<file path="config.mk">
export PLATFORM = sky130hd
export DESIGN_NAME = mux_tdm
export DESIGN_NICKNAME = d
export VERILOG_FILES = /design/src/rtl/mux_tdm_pkg.sv /design/src/rtl/lsb_trunc.sv /design/src/rtl/mux_tdm.sv
export SDC_FILE = /design/constraint.sdc
export NUM_CORES = 1
export LEC_CHECK = 0
export ABC_AREA = 1
export ABC_CLOCK_PERIOD_IN_PS = 1600
export CORE_MARGIN = 1
export CORE_UTILIZATION = 51
export CTS_CLUSTER_SIZE = 16
export DETAILED_ROUTE_END_ITERATION = 8
export HOLD_SLACK_MARGIN = 0.06
export PLACE_DENSITY = 0.8
export SLEW_MARGIN = 20
export SYNTH_ARGS = -nofsm -noshare
export SYNTH_HDL_FRONTEND = slang
export SYNTH_SLANG_ARGS = --single-unit
</file>
<file path="constraint.sdc">
create_clock -name clk -period 1.6 [get_ports clk]
set_input_delay 0.16 -clock clk [delete_from_list [all_inputs] [get_ports clk]]
set_output_delay 0.16 -clock clk [all_outputs]
set_load 0.03 [all_outputs]
</file>
<file path="src/rtl/mux_tdm_pkg.sv">
`default_nettype none
// ============================================================================
// Module      : mux_pkg
// Description : Mode and FSM state encodings shared by the mux_tdm block.
// Revision    : 1.0 - initial release
// ============================================================================
package mux_pkg;

    localparam logic MODE_DIRECT = 1'b0;
    localparam logic MODE_SCAN   = 1'b1;

    typedef enum logic [0:0] {
        ST_IDLE = 1'b0,
        ST_SCAN = 1'b1
    } state_t;

endpackage
`default_nettype wire

</file>
<file path="src/rtl/lsb_trunc.sv">
`default_nettype none
// ============================================================================
// Module      : lsb_trunc
// Description : Optionally forces the TRUNC_W least-significant bits to zero.
// Revision    : 1.0 - initial release
// ============================================================================
module lsb_trunc #(
    parameter int DATA_W  = 8,
    parameter int TRUNC_W = 2
) (
    input  logic [DATA_W-1:0] in_data,
    input  logic              en,
    output logic [DATA_W-1:0] out_data
);

    generate
        if (TRUNC_W == 0) begin : g_pass
            assign out_data = in_data;
        end else begin : g_trunc
            assign out_data = en ? {in_data[DATA_W-1:TRUNC_W], {TRUNC_W{1'b0}}}
                                 : in_data;
        end
    endgenerate

endmodule
`default_nettype wire

</file>
<file path="src/rtl/mux_tdm.sv">
`default_nettype none
// ============================================================================
// Module      : mux_tdm
// Description : N_CH-channel registered mux with direct select and scan
//               (channel serialisation) modes, valid/ready output.
// Revision    : 1.0 - initial release
// ============================================================================
module mux_tdm
    import mux_pkg::*;
#(
    parameter  int N_CH    = 4,
    parameter  int DATA_W  = 8,
    parameter  int TRUNC_W = 2,
    localparam int SEL_W   = $clog2(N_CH)
) (
    input  logic                     clk,
    input  logic                     rst_n,
    input  logic                     mode,
    input  logic                     approx_en,
    input  logic [SEL_W-1:0]         sel,
    input  logic [N_CH*DATA_W-1:0]   in_data,
    input  logic                     in_valid,
    output logic                     in_ready,
    output logic [DATA_W-1:0]        out_data,
    output logic [SEL_W-1:0]         out_ch,
    output logic                     out_valid,
    input  logic                     out_ready,
    output logic                     out_last
);

    state_t                   r_state,        w_state_nxt;
    logic [N_CH*DATA_W-1:0]   r_cap,          w_cap_nxt;
    logic                     r_cap_approx,   w_cap_approx_nxt;
    logic [DATA_W-1:0]        r_out_data,     w_out_data_nxt;
    logic [SEL_W-1:0]         r_out_ch,       w_out_ch_nxt;
    logic                     r_out_valid,    w_out_valid_nxt;
    logic                     r_out_last,     w_out_last_nxt;

    logic                     w_in_ready;
    logic                     w_in_hs;
    logic                     w_out_hs;
    logic [SEL_W-1:0]         w_ch_inc;
    logic [DATA_W-1:0]        w_pick_data;
    logic                     w_pick_en;
    logic [DATA_W-1:0]        w_trunc_data;

    // Out-of-range indices (non-power-of-2 N_CH) select zero.
    function automatic logic [DATA_W-1:0] pick_ch(
        input logic [N_CH*DATA_W-1:0] vec,
        input logic [SEL_W-1:0]       idx
    );
        pick_ch = '0;
        for (int k = 0; k < N_CH; k++) begin
            if (idx == SEL_W'(k)) begin
                pick_ch = vec[k*DATA_W +: DATA_W];
            end
        end
    endfunction

    assign w_in_ready = (r_state == ST_IDLE) ? (!r_out_valid || out_ready)
                                             : (r_out_last && out_ready);
    assign w_in_hs    = in_valid && w_in_ready;
    assign w_out_hs   = r_out_valid && out_ready;
    assign w_ch_inc   = r_out_ch + 1'b1;

    // A new vector feeds the output path directly; otherwise the next scan beat.
    always_comb begin
        w_pick_data = '0;
        w_pick_en   = 1'b0;
        if (w_in_hs) begin
            w_pick_en   = approx_en;
            w_pick_data = (mode == MODE_SCAN) ? in_data[DATA_W-1:0]
                                              : pick_ch(in_data, sel);
        end else begin
            w_pick_en   = r_cap_approx;
            w_pick_data = pick_ch(r_cap, w_ch_inc);
        end
    end

    lsb_trunc #(
        .DATA_W  (DATA_W),
        .TRUNC_W (TRUNC_W)
    ) u_lsb_trunc (
        .in_data  (w_pick_data),
        .en       (w_pick_en),
        .out_data (w_trunc_data)
    );

    always_comb begin
        w_state_nxt      = r_state;
        w_cap_nxt        = r_cap;
        w_cap_approx_nxt = r_cap_approx;
        w_out_data_nxt   = r_out_data;
        w_out_ch_nxt     = r_out_ch;
        w_out_valid_nxt  = r_out_valid;
        w_out_last_nxt   = r_out_last;

        case (r_state)
            ST_IDLE: begin
                if (w_out_hs) begin
                    w_out_valid_nxt = 1'b0;
                    w_out_last_nxt  = 1'b0;
                end
            end
            ST_SCAN: begin
                if (w_out_hs) begin
                    if (r_out_last) begin
                        w_state_nxt     = ST_IDLE;
                        w_out_valid_nxt = 1'b0;
                        w_out_last_nxt  = 1'b0;
                    end else begin
                        w_out_ch_nxt    = w_ch_inc;
                        w_out_data_nxt  = w_trunc_data;
                        w_out_last_nxt  = (w_ch_inc == SEL_W'(N_CH - 1));
                    end
                end
            end
            default: w_state_nxt = ST_IDLE;
        endcase

        // Acceptance overrides the above; in SCAN it can only coincide with the last beat.
        if (w_in_hs) begin
            w_out_valid_nxt = 1'b1;
            w_out_data_nxt  = w_trunc_data;
            if (mode == MODE_SCAN) begin
                w_state_nxt      = ST_SCAN;
                w_cap_nxt        = in_data;
                w_cap_approx_nxt = approx_en;
                w_out_ch_nxt     = '0;
                w_out_last_nxt   = 1'b0;
            end else begin
                w_state_nxt      = ST_IDLE;
                w_out_ch_nxt     = sel;
                w_out_last_nxt   = 1'b1;
            end
        end
    end

    always_ff @(posedge clk or negedge rst_n) begin
        if (!rst_n) begin
            r_state      <= ST_IDLE;
            r_cap        <= '0;
            r_cap_approx <= 1'b0;
            r_out_data   <= '0;
            r_out_ch     <= '0;
            r_out_valid  <= 1'b0;
            r_out_last   <= 1'b0;
        end else begin
            r_state      <= w_state_nxt;
            r_cap        <= w_cap_nxt;
            r_cap_approx <= w_cap_approx_nxt;
            r_out_data   <= w_out_data_nxt;
            r_out_ch     <= w_out_ch_nxt;
            r_out_valid  <= w_out_valid_nxt;
            r_out_last   <= w_out_last_nxt;
        end
    end

    assign in_ready  = w_in_ready;
    assign out_data  = r_out_data;
    assign out_ch    = r_out_ch;
    assign out_valid = r_out_valid;
    assign out_last  = r_out_last;

endmodule
`default_nettype wire

</file>
**Yosys cells after proc, flatten, opt, wreduce, memory -nomap -nowiden**

Cells that the tools add are included.

- Equality and inequality tests: 10
- $add $sub $neg: 1
- Reduce and logical (&&, ||, !) cells: 13
- Multiplexer cells: 37
- Bitwise logic cells: 1

Operators by type and width:

| cell | count |
|---|---|
| $mux W8 | 14 |
| $mux W1 | 15 |
| $mux W2 | 6 |
| $eq A2 B2 Y1 const B | 4 |
| $ne A3 B1 Y1 const B | 2 |
| $reduce_and A3 Y1 | 2 |
| $eq A2 B1 Y1 const B | 2 |
| $logic_not A2 Y1 | 2 |
| $pmux W1 S2 | 2 |
| $reduce_and A2 Y1 | 2 |
| $reduce_bool A2 Y1 | 2 |
| $logic_and A1 B1 Y1 | 3 |
| $ne A3 B3 Y1 const B | 1 |
| $add A2 B1 Y2 const B | 1 |
| $ne A2 B1 Y1 const B | 1 |
| $logic_not A1 Y1 | 1 |
| $logic_or A1 B1 Y1 | 1 |
| $not A1 Y1 | 1 |

- Register bits after elaboration: 46
- Bits of input ports: 40
- Word-level logic and storage cells: 69
- Output and inout bits: 13

**Depth between registers and ports, before layout**

Gate-level depths: netlist of the first run.

- Depth after elaboration: 12
- Mapped depth: 14
- Depth with buffers taken out: 13

**Modules after synthesis**

From an unflattened synthesis of the first run, not the netlist that was laid out.

- Cell total of the unflattened synthesis: 388
- Area, all modules: 2711.4 um^2

Modules (own cells, without submodules):

| module | area each (um^2) | cells each | seq. area each (um^2) | instances |
|---|---|---|---|---|
| mux_tdm | 2651.3 | 378 | 1151.1 | 1 |
| lsb_trunc | 60.1 | 10 | 0.0 | 1 |

**Worst setup path after synthesis of the first run**

Ideal clock, no wire load.

- Kind: register to register
- From: reg r_out_ch[0] (netlist: out_ch[0])
- To: reg r_out_data[2] (netlist: out_data[2])
- Arrival time: 1.613 ns
- Data required time: 1.529 ns
- Buffers on the path: 1
- Path slack: -0.085 ns
- Library setup time: 0.071 ns
- Period minus slack after synthesis: 1.685 ns
- Stages on the path, launching flop included: 15
- Path through: dfrtp_1 > inv_1 > ha_1 > buf_2 > inv_1 > nand2_1 > inv_1 > nand2_1 > nand2_1 > nand2_1 > nand2_1 > nand2_1 > nand2_1 > nor2_1 > nor2_1

- Word-level cells in the longest chain between the ends: 11
- Elaborated cells on any way between the ends: 14
- Classes of those cells: 1 x add/sub; 3 x eq/ne; 9 x mux; 1 x reduce/logical

Ends and longest elaborated chain:

| item | RTL line | source |
|---|---|---|
| start: declaration | mux_tdm.sv:35 | `logic [SEL_W-1:0] r_out_ch, w_out_ch_nxt;` |
| start signal: assignment | mux_tdm.sv:153 | `r_out_ch <= w_out_ch_nxt;` |
| $add A2 B1 Y2 * | mux_tdm.sv:64 | `assign w_ch_inc = r_out_ch + 1'b1;` |
| $logic_not A2 Y1 | mux_tdm.sv:54 | `if (idx == SEL_W'(k)) begin` |
| $mux W8 (3 in series) | mux_tdm.sv:54 |  |
| $mux W8 * | mux_tdm.sv:54 |  |
| $mux W8 * | mux_tdm.sv:70 | `if (w_in_hs) begin` |
| $mux W8 | mux_tdm.sv:107 | `if (r_out_last) begin` |
| $mux W8 | mux_tdm.sv:106 | `if (w_out_hs) begin` |
| $mux W8 | mux_tdm.sv:98 | `case (r_state)` |
| $mux W8 * | mux_tdm.sv:122 | `if (w_in_hs) begin` |
| end signal: assignment | mux_tdm.sv:152 | `r_out_data <= w_out_data_nxt;` |
| end: declaration | mux_tdm.sv:34 | `logic [DATA_W-1:0] r_out_data, w_out_data_nxt;` |

Mark *: on every way between the ends. The rest lies on a longest branch, timed or not. The select of a mux whose other input is x is not followed.
A chain may end at the register's enable or synchronous reset.

**Worst setup path after layout of the first run**

- From: reg r_out_data[4] (netlist: out_data[4])
- To: out out_data[4]

RTL lines:

| item | RTL line | source |
|---|---|---|
| end: declaration | mux_tdm.sv:24 | `output logic [DATA_W-1:0] out_data,` |

No word-level cell between the ends.

==> results of run 1 <==
==> cell families after synthesis <==
| logic type | count (synthesis) |
|---|---|
| adder cells (fa/ha/maj) | 4 |
| flip-flops | 46 |
| AO/OA/AOI/OAI | 44 |
| buffers and inverters | 53 |
| AND/OR/NAND/NOR | 228 |
==> layer usage <==
metal	GRT usage, %	share of wire [%]	vias up	routed length (um)
li1	-	-	1309	-
met1	38.7	43	1195	3110
met2	46.9	46	120	3300
met3	4.28	6.2	29	443
met4	17.2	4.7	0	341
met5	0	0	-	0
==> registers in the layout, indices dropped and copies added (netlist names) <==
register / cells
r_state: 1
out_valid: 1
r_cap_approx: 1
out_data: 8
r_cap: 32
out_last: 1
out_ch: 2
==> timing repair <==
item | 4_1_cts | 5_1_grt
endpoints found under the setup margin | 0 | 9
hold buffers | 1 | 0
resized for setup | 0 | 12
buffers inserted | 0 | 3
hold endpoints to repair | 46 | 0
==> placed cells by master (no fill, tap or decap), drive strengths merged <==
master / count
o21ai: 30
clkdlybuf4s50: 47
o211ai: 1
clkbuf: 6
dfrtp: 46
dlymetal6s2s: 3
buf: 30
ha: 4
nand2: 186
bufinv: 1
a21oi: 13
clkinv: 2
inv: 39
nor2: 24
dlygate4sd3: 1
nand3: 7
nand4: 11
==> final timing paths <==
check / endpoint / depth (start not counted) / from / slack [ps]
max in group asynchronous: out_ch[0] / 3 / rst_n / 1000
min in group clk: r_cap[21] / 3 / in_data[21] / 420
min reg2reg: r_cap[16] / 2 / r_cap[16] / 480
max reg2reg: out_data[7] / 9 / out_ch[0] / 80
max: out_data[4] / 1 / out_data[4] / 40
min: r_cap[11] / 3 / rst_n / 350
==> tightest hold or removal path, delay by kind of cell <==
family / cells / cell delay, ps
buf+inv: 3 / 880
==> stage by stage <==
| step | hold slack (ps) | utilization [%] | worst slack, ps | TNS [ps] | cell area (um2) |
|---|---|---|---|---|---|
| 2_1_floorplan | -136 | - | 20.4 | 0 | 2590 |
| 3_3_place_gp | 162 | 70.2 | -111 | -914 | 3360 |
| 3_5_place_dp | 161 | 70.2 | -144 | -1800 | 3360 |
| 4_1_cts | 382 | 72.8 | 0.759 | 0 | 3480 |
| 5_1_grt | 384 | 73.8 | -48.6 | -114 | 3530 |
| 6_report | 350 | 73.8 | 43.2 | 0 | 3530 |
==> layout make-up <==
class / count / area (um2)
inverter: 41 / 154
multi-input combinational: 276 / 1220
clock inverter: 1 / 30.0
timing repair buffer: 81 / 803
fill: 404 / 1250
tap: 67 / 83.8
sequential: 46 / 1150
clock buffer: 6 / 82.6
==> power by group through the flow <==
stage                     sequential, mW  combinational (mW)  clock (mW)
final                               2.08                3.40       0.913
after global routing                2.14                3.76       0.944
after CTS                           2.08                3.27       0.909
after detailed placement            2.10                3.24           0
after global placement              2.09                3.19           0
after floorplan                     2.29                1.78           0
==> metrics, run 1 <==
status=completed; I/O pins=53; Syn Nets=419; Core ar.=around 0.0048 mm2; Tot GR Track Use=29.6%; Area Overhead vs Synth=36.7%; global placement routability congestion=0.871; most frequent cell after synthesis=nand2_1; main combinational cell family by area after synthesis=simple AND/OR/NAND/NOR gates; clock network fraction of total power=between 10 and 15%; Worst EP required=about 1400 ps; clk_skew=8.18 ps; sequential fraction of the synthesis area=between 40% and 50%; first-pass GRT wire length=11700 um; Syn. warnings=0; post-synthesis async set-or-reset flop share=100%; CTS tree=built; Synth Flop Type=dfrtp_1; multiplexer share of the synthesized area=0%; max frequency=roughly 640 MHz; Synth top area share=44.6%; crit-path cells=clkdlybuf4s50_1; Post-Synthesis Cells=375; row count=25; HPWL Detailed=5300 um; H-tree depth=2; DRT antenna net count=0; switch share=42.6%; P_int=3.67 mW; Worst EP arrival=1400 ps; Peak VDD IR=0.984 mV; Setup-failing EPs final=0; worst slew pin tran=between 500 and 600 ps; Adder-Cell Fraction of Synth Area=1.94%; simple-gate portion of the synthesized area=around 36%; cell leakage power=roughly 1.8 nW; Final Cycle Share=97.3%; die area=0.00535 mm2; Synth Cell Area=0.00258 mm2; Crit Path Max Fanout=2; Reg power frac=32.5%; max-cap viol count=0; Mean Syn Cell Area=a little under 7 um2; die width=~73 um; DRC Markers=0; Post-synth top cells=nand2_1 (185), dfrtp_1 (46), inv_1 (31), nor2_1 (24), o21ai_1 (21); n_diodes=0; Reg clk slew, reported paths=90 ps; Slew headroom=60.1%; Compound-Gate Fraction of Synth Area=9.20%; Clock Root Buffer=clkbuf_8; Synth Area in XOR/XNOR=0%; Period minus WS final=1560 ps; Clock Latency Late Sink=310 ps; largest net degree at the start of global routing=47; CP max stage delay=between 600 and 700 ps; clk sinks=46; net switching power=2.72 mW; Yosys reg bits=46; via count=2653; largest area contributor in the netlist=dfrtp_1; Routed WL=7200 um; kind of critical path=flop to primary output; PwrDens=1810 mW/mm2; initial drt markers=approximately 200; Layout Cells excl Fill=518; critical path launch point type=flop; Worst setup EP type=primary output; dpl cells=507; post-synth cell types=22; share of post-route cells with drive strength above 1=about an eighth; critical path's slowest cell=clkdlybuf4s50_1; drt pass-1 iters=4; clock buffer depth=2; Worst Hold Class=input port to asynchronous set/reset pin; post-DR wirelength/cell=13.9 um; RSZ-0062 raised after global routing=yes; initial antenna violation count=0; vias in the first global route=2518; EDFF count, synth=0; endpoints failing hold=0; buffers plus inverters on the worst setup path=1; Crit path max-delay family=buffers and inverters; Overflow after GRT=0; Final #Nets=495; ranking of synthesized cells by area=dfrtp_1 (45%), nand2_1 (27%), inv_1 (4.5%); I/O Buffers=52; Logic pwr share=between 50% and 60%; initial core utilization=a little over half; vias per inst=5.12; Num CTS Buffers=5; Total Power=6.39 mW; max-slew violation count=0; Die Span Y=73.2 um
No activity file was read; power rests on OpenSTA's default activity.
==> inputs of run 2 (changes only) <==
--- a/config.mk
+++ b/config.mk
@@ -9,6 +9,7 @@
 export ABC_CLOCK_PERIOD_IN_PS = 1600
 export CORE_MARGIN = 1
 export CORE_UTILIZATION = 51
+export CTS_BUF_LIST = sky130_fd_sc_hd__clkbuf_16
 export CTS_CLUSTER_SIZE = 16
 export DETAILED_ROUTE_END_ITERATION = 8
 export HOLD_SLACK_MARGIN = 0.06
==> metrics, run 2 (same netlist as run 1, synthesis figures left out) <==
final worst slack=43.2 ps (+0.0264 ps); global placement routability congestion=0.871 (unchanged); net switching power=2.75 mW (+1.0%); I/O pins=53 (unchanged); switch share=41.5% (-1.1 points); dpl cells=507 (unchanged); Slew headroom=63.7% (+3.6 points); die area=0.00535 mm2 (unchanged); clock network fraction of total power=17.3% (+3.0 points); leading cell type in the layout, fill and taps excluded=nand2_1; Period minus WS final=1560 ps (-0.0264 ps); PwrDens=1860 mW/mm2 (+2.8%); Worst EP arrival=1400 ps (about the same); crit path from=out_valid; Overflow after GRT=0 (unchanged); CTS tree=built; max-cap viol count=0 (unchanged); kind of critical path=flop to primary output; most frequent cells in the layout=nand2_1 (184), clkdlybuf4s50_1 (49), dfrtp_1 (43); H-tree depth=2 (unchanged); HPWL Detailed=5300 um (unchanged); buffers plus inverters on the worst setup path=1 (unchanged); Final #Nets=494 (-0.20%); vias in the first global route=2582 (+2.5%); clk sinks=46 (unchanged); P_int=3.88 mW (+5.9%); Reg with most FFs=r_cap; Routed WL=7300 um (+1.5%); Worst EP required=1440 ps (about the same); largest net degree at the start of global routing=47 (unchanged); R2R Path Start=out_ch[0]; sum of negative setup slack=0 ps (unchanged); clock buffer depth=2 (unchanged); share of post-route cells with drive strength above 1=13.6% (+0.70 points); row count=25 (unchanged); endpoints failing hold=0 (unchanged); Total Power=6.63 mW (+3.8%); fill count=400 (-0.99%); max frequency=642 MHz (about the same); Layout Cells excl Fill=517 (-0.19%); drt pass-1 iters=5 (+1); critical path launch point type=flop; pre-CTS setup slack=-144 ps (unchanged); Worst Hold Class=input port to asynchronous set/reset pin; die width=73.2 um (unchanged); Setup-failing EPs final=0 (unchanged); via count=2672 (+0.72%); initial antenna violation count=0 (unchanged); status=completed; Final Cycle Share=97.3% (about the same); max-slew violation count=0 (unchanged); Core ar.=0.00479 mm2 (unchanged); max reg flops=32 (unchanged); Peak VDD IR=0.785 mV (-20%); Clock Latency Late Sink=290 ps (-20 ps); Worst setup EP type=primary output; DRT antenna net count=0 (unchanged); Logic pwr share=51.0% (-2.2 points); final hold slack=384 ps (+34.1 ps); cell leakage power=1.83 nW (-0.51%); initial drt markers=200 (+1.5%); worst slew pin tran=542 ps (-53.9 ps); RSZ-0062 raised after global routing=yes; CP max stage delay=690 ps (about the same); Reg clk slew, reported paths=60 ps (-30 ps); critical path's slowest cell=clkdlybuf4s50_1; post-DR wirelength/cell=14.1 um (+1.7%); Crit path max-delay family=buffers and inverters; first-pass GRT wire length=11900 um (+2.1%); initial core utilization=54.0% (unchanged); Crit Path Max Fanout=5 (+3); DRC Markers=0 (unchanged); Clock Root Buffer=clkbuf_16; I/O Buffers=52 (unchanged); Num CTS Buffers=5 (unchanged); Area Overhead vs Synth=38.0%; Tot GR Track Use=30.4% (+0.74 points); crit-path cells=clkdlybuf4s50_1; clk_skew=5.37 ps (-2.81 ps); Die Span Y=73.2 um (unchanged); vias per inst=5.17 (+0.91%); Reg power frac=31.7% (-0.8 points); n_diodes=0 (unchanged)
-- run 2: cell type report --
class / instances / area (um2) / share of cell area [%]
Inverter: 41 / 154 / 4.32
Timing Repair Buffer: 80 / 791 / 22.2
Clock buffer: 5 / 125 / 3.51
Sequential cell: 46 / 1150 / 32.4
Multi-Input combinational cell: 276 / 1220 / 34.3
Clock inverter: 2 / 33.8 / 0.947
Tap cell: 67 / 83.8 / 2.35
-- run 2: power by group through the flow --
stage                     combinational (mW)  clock [mW]  sequential [mW]
after floorplan                         1.78           0             2.29
final                                   3.38        1.15             2.10
after CTS                               3.27        1.15             2.09
after detailed placement                3.24           0             2.10
after global routing                    3.74        1.20             2.17
after global placement                  3.19           0             2.09
-- run 2: layer usage --
layer | part of all wire (%) | track usage (%) | wire length [um]
met5 | 0 | 0 | 0
met4 | 5.5 | 18.5 | 405
met3 | 6.1 | 5.52 | 447
met2 | 46 | 47.6 | 3380
met1 | 42 | 39.0 | 3070
-- run 2: worst paths after layout --
check,end,slack [ps],cells past startpoint
hold reg to reg,r_cap[25],480,2
setup / recovery,out_valid,40,1
max in group asynchronous,out_ch[0],980,3
hold / removal,r_cap[10],380,3
min in group clk,r_cap[14],450,3
setup reg to reg,out_data[3],60,12
-- run 2: repair_timing --
item	in CTS	in global routing
buffers inserted	0	2
hold buffers	1	0
setup endpoints to repair	0	8
endpoints found under the hold margin	46	0
gates resized for setup	0	12
-- run 2: per-stage QoR --
step | area, um2 | util [%]
after floorplan | 2590 | -
after global placement | 3360 | 70.2
after detailed placement | 3360 | 70.2
after CTS | 3530 | 73.8
after global routing | 3570 | 74.5
final | 3570 | 74.5
